$ cat config.mk
export PLATFORM = sky130hd
export DESIGN_NAME = gray_step_monitor
export DESIGN_NICKNAME = d
export VERILOG_FILES = /design/src/rtl/gray_pkg.sv /design/src/rtl/gray_to_bin.sv /design/src/rtl/gray_step_monitor.sv
export SDC_FILE = /design/constraint.sdc
export NUM_CORES = 1
export LEC_CHECK = 0
export ABC_AREA = 1
export BUFFER_PORTS_ARGS = -buffer_cell sky130_fd_sc_hd__buf_2
export CAP_MARGIN = 20
export CORE_MARGIN = 3
export CORE_UTILIZATION = 63
export CTS_BUF_LIST = sky130_fd_sc_hd__clkbuf_8
export CTS_CLUSTER_SIZE = 28
export DETAILED_ROUTE_END_ITERATION = 16
export MAX_ROUTING_LAYER = met4
export PLACE_DENSITY = 0.92
export SLEW_MARGIN = 0
export SYNTH_ARGS = -nofsm -noshare
export SYNTH_HDL_FRONTEND = slang
export SYNTH_HIERARCHICAL = 1
export SYNTH_SLANG_ARGS = --single-unit
$ cat constraint.sdc
create_clock -name clk_i -period 2.89 [get_ports clk_i]
set_input_delay 0.4335 -clock clk_i [delete_from_list [all_inputs] [get_ports clk_i]]
set_output_delay 0.4335 -clock clk_i [all_outputs]
set_load 0.03 [all_outputs]
$ cat src/rtl/gray_pkg.sv
// Shared state encoding, step-class codes and counter width for the Gray-code
// step monitor and its decoder.
package gray_pkg;

    localparam int ERR_CNT_W = 8;

    typedef logic [1:0] state_t;

    localparam state_t ST_IDLE  = 2'd0;
    localparam state_t ST_ACQ   = 2'd1;
    localparam state_t ST_LOCK  = 2'd2;
    localparam state_t ST_FAULT = 2'd3;

    typedef logic [1:0] dir_t;

    localparam dir_t DIR_NONE = 2'b00;
    localparam dir_t DIR_UP   = 2'b01;
    localparam dir_t DIR_DN   = 2'b10;
    localparam dir_t DIR_ERR  = 2'b11;

endpackage

$ cat src/rtl/gray_to_bin.sv
// Combinational reflected-Gray to binary decoder of parameterisable width.
module gray_to_bin #(
    parameter int WIDTH = 8
) (
    input  logic [WIDTH-1:0] gray,
    output logic [WIDTH-1:0] bin
);

    // Each binary bit is the XOR of every Gray bit at or above its position.
    for (genvar i = 0; i < WIDTH; i++) begin : g_bit
        assign bin[i] = ^gray[WIDTH-1:i];
    end

endmodule

$ cat src/rtl/gray_step_monitor.sv
// Decodes a stream of Gray samples, classifies each step against the previous
// sample and tracks lock / fault status behind a ready/valid output register.
module gray_step_monitor
    import gray_pkg::*;
#(
    parameter int WIDTH    = 8,
    parameter int LOCK_CNT = 4
) (
    input  logic                 clk_i,
    input  logic                 rst_ni,
    input  logic [WIDTH-1:0]     gray_i,
    input  logic                 gray_valid_i,
    output logic                 gray_ready_o,
    input  logic                 clear_i,
    output logic [WIDTH-1:0]     bin_o,
    output logic [1:0]           dir_o,
    output logic                 step_err_o,
    output logic                 bin_valid_o,
    input  logic                 bin_ready_i,
    output logic                 locked_o,
    output logic                 fault_o,
    output logic [ERR_CNT_W-1:0] err_cnt_o
);

    localparam int RUN_W = (LOCK_CNT > 1) ? $clog2(LOCK_CNT) : 1;

    state_t           state_q;
    state_t           state_d;
    logic [RUN_W-1:0] run_q;
    logic [RUN_W-1:0] run_d;
    logic [WIDTH-1:0] prev_gray_q;
    logic [WIDTH-1:0] prev_bin_q;
    logic [WIDTH-1:0] bin_dec;
    logic [WIDTH-1:0] diff;
    logic             accept;
    logic             first;
    logic             one_bit;
    logic             multi_bit;
    logic             is_up;
    logic             lock_hit;
    logic             count_err;
    dir_t             dir_d;
    logic             err_d;

    assign gray_ready_o = !bin_valid_o || bin_ready_i;
    assign accept       = gray_valid_i && gray_ready_o;

    gray_to_bin #(
        .WIDTH (WIDTH)
    ) u_gray_to_bin (
        .gray (gray_i),
        .bin  (bin_dec)
    );

    // A single changed Gray bit is a legal step; clearing the lowest set bit
    // of the difference leaves zero exactly in that case.
    assign diff      = gray_i ^ prev_gray_q;
    assign one_bit   = (diff != '0) && ((diff & (diff - WIDTH'(1))) == '0);
    assign multi_bit = (diff != '0) && !one_bit;
    assign is_up     = (bin_dec == prev_bin_q + WIDTH'(1));
    assign first     = clear_i || (state_q == ST_IDLE);
    assign lock_hit  = (int'(run_q) + 1) >= (LOCK_CNT - 1);

    always_comb begin
        // NOTE: every signal driven here gets a default first, so no path infers a latch.
        state_d   = state_q;
        run_d     = run_q;
        dir_d     = DIR_NONE;
        err_d     = 1'b0;
        count_err = 1'b0;
        if (accept) begin
            if (first) begin
                state_d = ST_ACQ;
                run_d   = '0;
            end else begin
                if (multi_bit) begin
                    dir_d     = DIR_ERR;
                    err_d     = 1'b1;
                    count_err = 1'b1;
                end else if (one_bit) begin
                    dir_d = is_up ? DIR_UP : DIR_DN;
                end
                case (state_q)
                    ST_ACQ: begin
                        if (multi_bit) begin
                            run_d = '0;
                        end else if (one_bit) begin
                            if (lock_hit) begin
                                state_d = ST_LOCK;
                                run_d   = RUN_W'(LOCK_CNT - 1);
                            end else begin
                                run_d = run_q + RUN_W'(1);
                            end
                        end
                    end
                    ST_LOCK: begin
                        if (multi_bit) begin
                            state_d = ST_FAULT;
                        end
                    end
                    default: ;
                endcase
            end
        end else if (clear_i) begin
            state_d = ST_IDLE;
            run_d   = '0;
        end
    end

    // NOTE: sequential state uses non-blocking assignments so every register samples pre-edge values.
    always_ff @(posedge clk_i or negedge rst_ni) begin
        if (!rst_ni) begin
            state_q     <= ST_IDLE;
            run_q       <= '0;
            prev_gray_q <= '0;
            prev_bin_q  <= '0;
        end else begin
            state_q <= state_d;
            run_q   <= run_d;
            if (accept) begin
                prev_gray_q <= gray_i;
                prev_bin_q  <= bin_dec;
            end
        end
    end

    always_ff @(posedge clk_i or negedge rst_ni) begin
        if (!rst_ni) begin
            err_cnt_o <= '0;
        end else if (clear_i) begin
            err_cnt_o <= '0;
        end else if (count_err && (err_cnt_o != '1)) begin
            err_cnt_o <= err_cnt_o + ERR_CNT_W'(1);
        end
    end

    // NOTE: the data registers are reset too, because their reset value is visible on the ports.
    always_ff @(posedge clk_i or negedge rst_ni) begin
        if (!rst_ni) begin
            bin_valid_o <= 1'b0;
            bin_o       <= '0;
            dir_o       <= DIR_NONE;
            step_err_o  <= 1'b0;
        end else if (accept) begin
            bin_valid_o <= 1'b1;
            bin_o       <= bin_dec;
            dir_o       <= dir_d;
            step_err_o  <= err_d;
        end else if (bin_ready_i) begin
            bin_valid_o <= 1'b0;
        end
    end

    assign locked_o = (state_q == ST_LOCK);
    assign fault_o  = (state_q == ST_FAULT);

endmodule

Word-level counts from Yosys, hierarchy flattened
Index checks and enable logic that the tools add are counted.
Widths: inputs -> output; s select.
{"block": "classes", "n_mux": 25, "n_addsub": 5, "magnitude_cmp": 1, "bitwise": 2, "n_eq_ne": 12, "reduce_logical": 23}
{"operator": "$mux 2", "count": 17}
{"operator": "$add 8x1->8 const B", "count": 2}
{"operator": "$mux 8", "count": 2}
{"operator": "$ne 4x4->1 const B", "count": 3}
{"operator": "$and 8x8->8", "count": 1}
{"operator": "$eq 8x8->1", "count": 1}
{"operator": "$logic_not 8->1", "count": 1}
{"operator": "$ne 4x3->1 const B", "count": 2}
{"operator": "$ne 8x8->1 const B", "count": 1}
{"operator": "$reduce_bool 8->1", "count": 1}
{"operator": "$reduce_xor 8->1", "count": 1}
{"operator": "$sub 8x1->8 const B", "count": 1}
{"operator": "$xor 8x8->8", "count": 1}
{"operator": "$reduce_xor 7->1", "count": 1}
{"operator": "$reduce_and 6->1", "count": 1}
{"operator": "$reduce_bool 2->1", "count": 3}
{"operator": "$reduce_xor 6->1", "count": 1}
{"operator": "$mux 1", "count": 5}
{"operator": "$reduce_xor 5->1", "count": 1}
{"operator": "$eq 2x2->1 const B", "count": 2}
{"operator": "$logic_and 1x1->1", "count": 4}
{"operator": "$ne 4x2->1 const B", "count": 1}
{"operator": "$pmux 2 s2", "count": 1}
{"operator": "$reduce_xor 4->1", "count": 1}
{"operator": "11 further kinds", "count": 13}
{"block": "word_totals", "output_inout_bits": 23, "inputBits": 13, "elab_cells": 76, "ff_bits": 32}

Logic depth before layout (Yosys ltp)
{"block": "depth", "ltp_word": 13, "ltp_mapped": 16, "ltp_nobuf": 16}

Modules after synthesis
The synthesis kept the hierarchy.
{"module": "gray_step_monitor", "cells_per_inst": 276, "area_per_inst_um2": 1993.2, "seq_area_each_um2": 800.8, "instances": 1}
{"module": "gray_to_bin", "cells_per_inst": 71, "area_per_inst_um2": 309.0, "seq_area_each_um2": 0.0, "instances": 1}

Worst setup path before layout
OpenSTA, ideal clock, no wires.
{"block": "synth_path", "path_kind": "register to register", "startpoint": "reg bin_valid_o", "endpoint": "reg err_cnt_o[2]", "path_buffers": 0, "period_less_slack_ps": 1745, "t_arrival_ps": 1671, "setup_ps": 74, "slack_ps": 1145, "stages_incl_launch_ff": 10, "required_time_ps": 2816, "cell_sequence": "dfrtp_1 -> nand2_1 -> nand2_1 -> nor2_1 -> inv_2 -> nor2_4 -> nand3_4 -> nand2_8 -> nand2_2 -> o21ai_2"}
{"block": "synth_via", "elab_chain_len": 6}
{"element": "from (decl)", "line_no": "gray_step_monitor.sv:18", "text": "output logic bin_valid_o,"}
{"element": "from (signal assigned)", "line_no": "gray_step_monitor.sv:140", "text": "bin_valid_o <= 1'b0;"}
{"element": "from (signal assigned)", "line_no": "gray_step_monitor.sv:145", "text": "bin_valid_o <= 1'b1;"}
{"element": "from (signal assigned)", "line_no": "gray_step_monitor.sv:150", "text": "bin_valid_o <= 1'b0;"}
{"element": "$logic_not 1->1", "line_no": "gray_step_monitor.sv:45", "text": "assign gray_ready_o = !bin_valid_o || bin_ready_i;"}
{"element": "$logic_or 1x1->1", "line_no": "gray_step_monitor.sv:45"}
{"element": "via gray_ready_o", "line_no": "gray_step_monitor.sv:13", "text": "output logic gray_ready_o,"}
{"element": "$logic_and 1x1->1", "line_no": "gray_step_monitor.sv:46", "text": "assign accept = gray_valid_i && gray_ready_o;"}
{"element": "$mux 1", "line_no": "gray_step_monitor.sv:71", "text": "if (accept) begin"}
{"element": "$logic_and 1x1->1", "line_no": "gray_step_monitor.sv:132", "text": "end else if (count_err && (err_cnt_o != '1)) begin"}
{"element": "$reduce_bool 2->1 (no line)"}
{"element": "to (signal assigned)", "line_no": "gray_step_monitor.sv:133", "text": "err_cnt_o <= err_cnt_o + ERR_CNT_W'(1);"}
{"element": "to (decl)", "line_no": "gray_step_monitor.sv:22", "text": "output logic [ERR_CNT_W-1:0] err_cnt_o"}
The timed path passes the listed nets, and every way through them passes these cells.
A chain may end at the register's enable or synchronous reset.

Worst setup path after layout
{"block": "layout_path", "startpoint": "in gray_i[6]", "endpoint": "reg dir_o[1]"}
{"element": "from (decl)", "line_no": "gray_step_monitor.sv:11", "text": "input logic [WIDTH-1:0] gray_i,"}
{"element": "$reduce_xor 2->1", "line_no": "gray_to_bin.sv:11", "text": "assign bin[i] = ^gray[WIDTH-1:i];"}
{"element": "via bin_dec[6]", "line_no": "gray_step_monitor.sv:33", "text": "logic [WIDTH-1:0] bin_dec;"}
{"element": "$eq 8x8->1", "line_no": "gray_step_monitor.sv:60", "text": "assign is_up = (bin_dec == prev_bin_q + WIDTH'(1));"}
{"element": "$mux 2", "line_no": "gray_step_monitor.sv:81", "text": "dir_d = is_up ? DIR_UP : DIR_DN;"}
{"element": "$mux 2", "line_no": "gray_step_monitor.sv:80", "text": "end else if (one_bit) begin"}
{"element": "$mux 2", "line_no": "gray_step_monitor.sv:76", "text": "if (multi_bit) begin"}
{"element": "$mux 2", "line_no": "gray_step_monitor.sv:72", "text": "if (first) begin"}
{"element": "to (signal assigned)", "line_no": "gray_step_monitor.sv:147", "text": "dir_o <= dir_d;"}
{"element": "to (decl)", "line_no": "gray_step_monitor.sv:16", "text": "output logic [1:0] dir_o,"}
The timed path passes the listed nets, and every way through them passes these cells.

==> reports/metrics.yaml <==
status: "completed"
ios: 36
dieHeight_um: 66.45
vdd_drop_max_uv: 330.7
initial_core_util_pct: 67.40
synth_area_mm2: 0.002302
grt-ovfl-total: 0
slew_headroom_pct: 51.49
fin_total_pwr_mw: 1.335
synthTopCellsByArea: "dfrtp_1 (35%), nand2_1 (24%), inv_1 (5.5%)"
hold_viol_final: 0
end_kind: "flop"
fin_crit_ns: 1.808
synthToLayoutAreaGrowth_pct: 13.26
final.setup.tns_ns: 0
rsz0062_at_grt: "no"
htreeDepth: 2
cts_tree: "built"
nets: 400
grt_pass1_vias: 2146
clock-sinks: 32
syn_nets: 362
cts_setup_buffers: 0
layout-drive-gt1-share_pct: 19.95
fmax_mhz: 553.0
crit_type: "input port to flop"
grt_use_total_pct: 27.20
io_buffers: 35
path_clk_slew_ns: 0.07
hp-class: "input port to async pin"
synth.distinct_cells: 31
cts_buffer_depth: 2
chipWidth_um: 66.45
seq_power_share_pct: 41.3
vias_per_cell: 5.296
gp_congestion: 0.9569
crit_arrival_ns: 1.99
r2r_setup_slack_ns: 1.17
hold_buffers: 0
drv_cap: 0
drtIter0Drc: 199
design.core.area_mm2: 0.003416
grt_first_pass_wirelength_mm: 9.052
power_frac_clock_pct: 27.4
wirelength_mm: 5.271
power_density_mw_per_mm2: 511.9
routedWlPerCell_um: 12.20
synth_seq_area_share_pct: 34.78
final_util_pct: 76.34
finalSetupViolCount: 0
total_leakage_power_nw: 1.484
worst_ep_required_time_ns: 3.07
cp-start-kind: "input port"
netlist.top_cell.by_area: "dfrtp_1"
cts-buffers-inserted: 5
ant_nets: 0
finClkSkew_ns: 0.007014
switchingPower_uw: 511.8
drc: 0
cts_resized: 0
antenna_cells: 0
drv_slew: 0
dpl.hpwl_mm: 3.858
die_area_mm2: 0.004416
ys_ff_latch: 32
rows: 21
drtPass1Iterations: 4
grt_max_degree: 33
cts_root_buf: "clkbuf_8"
clock_latency_ns: 0.30
period_share_pct: 62.57
vias: 2288
syn_avg_cell_area_um2: 6.635
switching_share_pct: 38.34
synth_top_area_share_pct: 34.78
antenna_found_initial: 0
cp_max_fo: 6
fillCellCount: 267
ys_warn_count: 6
holdWs_ns: 0.1879
syn_inst: 347
p_int_uw: 823.0
p_comb_share_pct: 31.2
tightest_slew_ns: 0.7276
## worst paths after layout
kind                                            start                       end  cells past startpoint
max                                         gray_i[6]      dir_o[1]$_DFFE_PN0P_                     16
min reg2reg                    step_err_o$_DFFE_PN0P_    step_err_o$_DFFE_PN0P_                      2
max in group asynchronous                      rst_ni  err_cnt_o[4]$_DFFE_PN0P_                      1
max reg2reg                prev_gray_q[2]$_DFFE_PN0P_  err_cnt_o[4]$_DFFE_PN0P_                     12
min                                            rst_ni    step_err_o$_DFFE_PN0P_                      1
min in group clk_i                        bin_ready_i   bin_valid_o$_DFFE_PN0P_                      4
## cells by family (layout without fill, tap and decap cells)
| family | Yosys count | count (layout) | synth area share, % |
|---|---|---|---|
| adder cells (fa/ha/maj) | 2 | 2 | 1.087 |
| AND/OR/NAND/NOR | 222 | 222 | 43.59 |
| buffers and inverters | 50 | 89 | 8.532 |
| flip-flops | 32 | 32 | 34.78 |
| AO/OA/AOI/OAI | 25 | 25 | 5.924 |
| XOR/XNOR | 16 | 16 | 6.087 |
## layer usage
metal,vias to the layer above,GRT usage (%),routed length [um]
met2,82,45.85,2575
met3,19,4.722,322
met5,-,-,0
met1,1036,31.77,2221
li1,1151,-,-
met4,0,11.93,150
## power by group through the flow
stage	Clock, mW	Sequential [mW]	Combinational [mW]
finish	0.366	0.552	0.417
global route	0.387	0.561	0.463
CTS	0.367	0.551	0.417
detailed placement	0	0.558	0.413
global placement	0	0.555	0.396
floorplan	0	0.613	0.243
## Yosys cell counts (all sizes together)
master,number
nor3b,1
or2,3
buf,4
nor3,3
o21ai,21
nand3,25
xor2,12
nand3b,2
a21oi,4
dfrtp,32
nand4,9
ha,2
nand2,157
xnor2,4
nor2,22
clkbuf,1
inv,44
clkinv,1
## layout by cell type, fill, tap and decap left out
| master | n |
|---|---|
| nand2_2 | 7 |
| inv_2 | 10 |
| nand2_4 | 2 |
| buf_2 | 35 |
| nand4_1 | 9 |
| or2_2 | 3 |
| xor2_1 | 12 |
| nor2_1 | 19 |
| nand2_8 | 1 |
| inv_1 | 34 |
| nor2_2 | 1 |
| nand3b_1 | 2 |
| xnor2_1 | 4 |
| nor3b_1 | 1 |
| nand3_1 | 22 |
| a21oi_1 | 4 |
| nand2_1 | 147 |
| o21ai_0 | 17 |
| o21ai_2 | 3 |
| dfrtp_1 | 32 |
| buf_4 | 1 |
| nor2_4 | 2 |
| clkinv_1 | 1 |
| nand3_4 | 1 |
| ha_1 | 2 |
| clkbuf_8 | 6 |
| nor3_2 | 1 |
| o21ai_1 | 1 |
| nand3_2 | 2 |
| clkinv_2 | 2 |
| nor3_1 | 2 |
## cell type report
cell class / instances / area [um^2] / share of cell area (%)
multi-input cells: 265 / 1305 / 50.05
flip-flops and latches: 32 / 800.8 / 30.71
repair buffers: 36 / 182.7 / 7.006
inverters: 45 / 168.9 / 6.478
clock buffers: 6 / 82.58 / 3.167
well taps: 46 / 57.56 / 2.207
clock inverters: 2 / 10.01 / 0.3839
## worst max-delay path: stages
cell	delay, ns
buf_2	0.14
inv_1	0.11
nand2_1	0.09
nand2_2	0.12
nand2_2	0.09
nand2_4	0.10
nand2_1	0.06
nand2_1	0.09
or2_2	0.11
nand4_1	0.08
nor2_1	0.09
nand4_1	0.09
nor2_1	0.16
nand3_1	0.09
nand2_1	0.06
nand3_1	0.06
## flip-flops by register name (all words and copies together), names as in the netlist
signal / flops
bin_o: 8
err_cnt_o: 8
prev_gray_q: 8
dir_o: 2
run_q: 2
state_q: 2
bin_valid_o: 1
step_err_o: 1
## through the flow
| step | setup slack, ns | instances | instance area [um^2] |
|---|---|---|---|
| 6_report | 1.082 | 432 | 2608 |
| 3_3_place_gp | 0.8747 | 424 | 2515 |
| 4_1_cts | 1.091 | 432 | 2608 |
| 2_1_floorplan | 1.145 | 347 | 2302 |
| 3_5_place_dp | 0.8169 | 424 | 2515 |
| 5_1_grt | 0.9539 | 432 | 2608 |
Power figures use the tool's default switching activity.
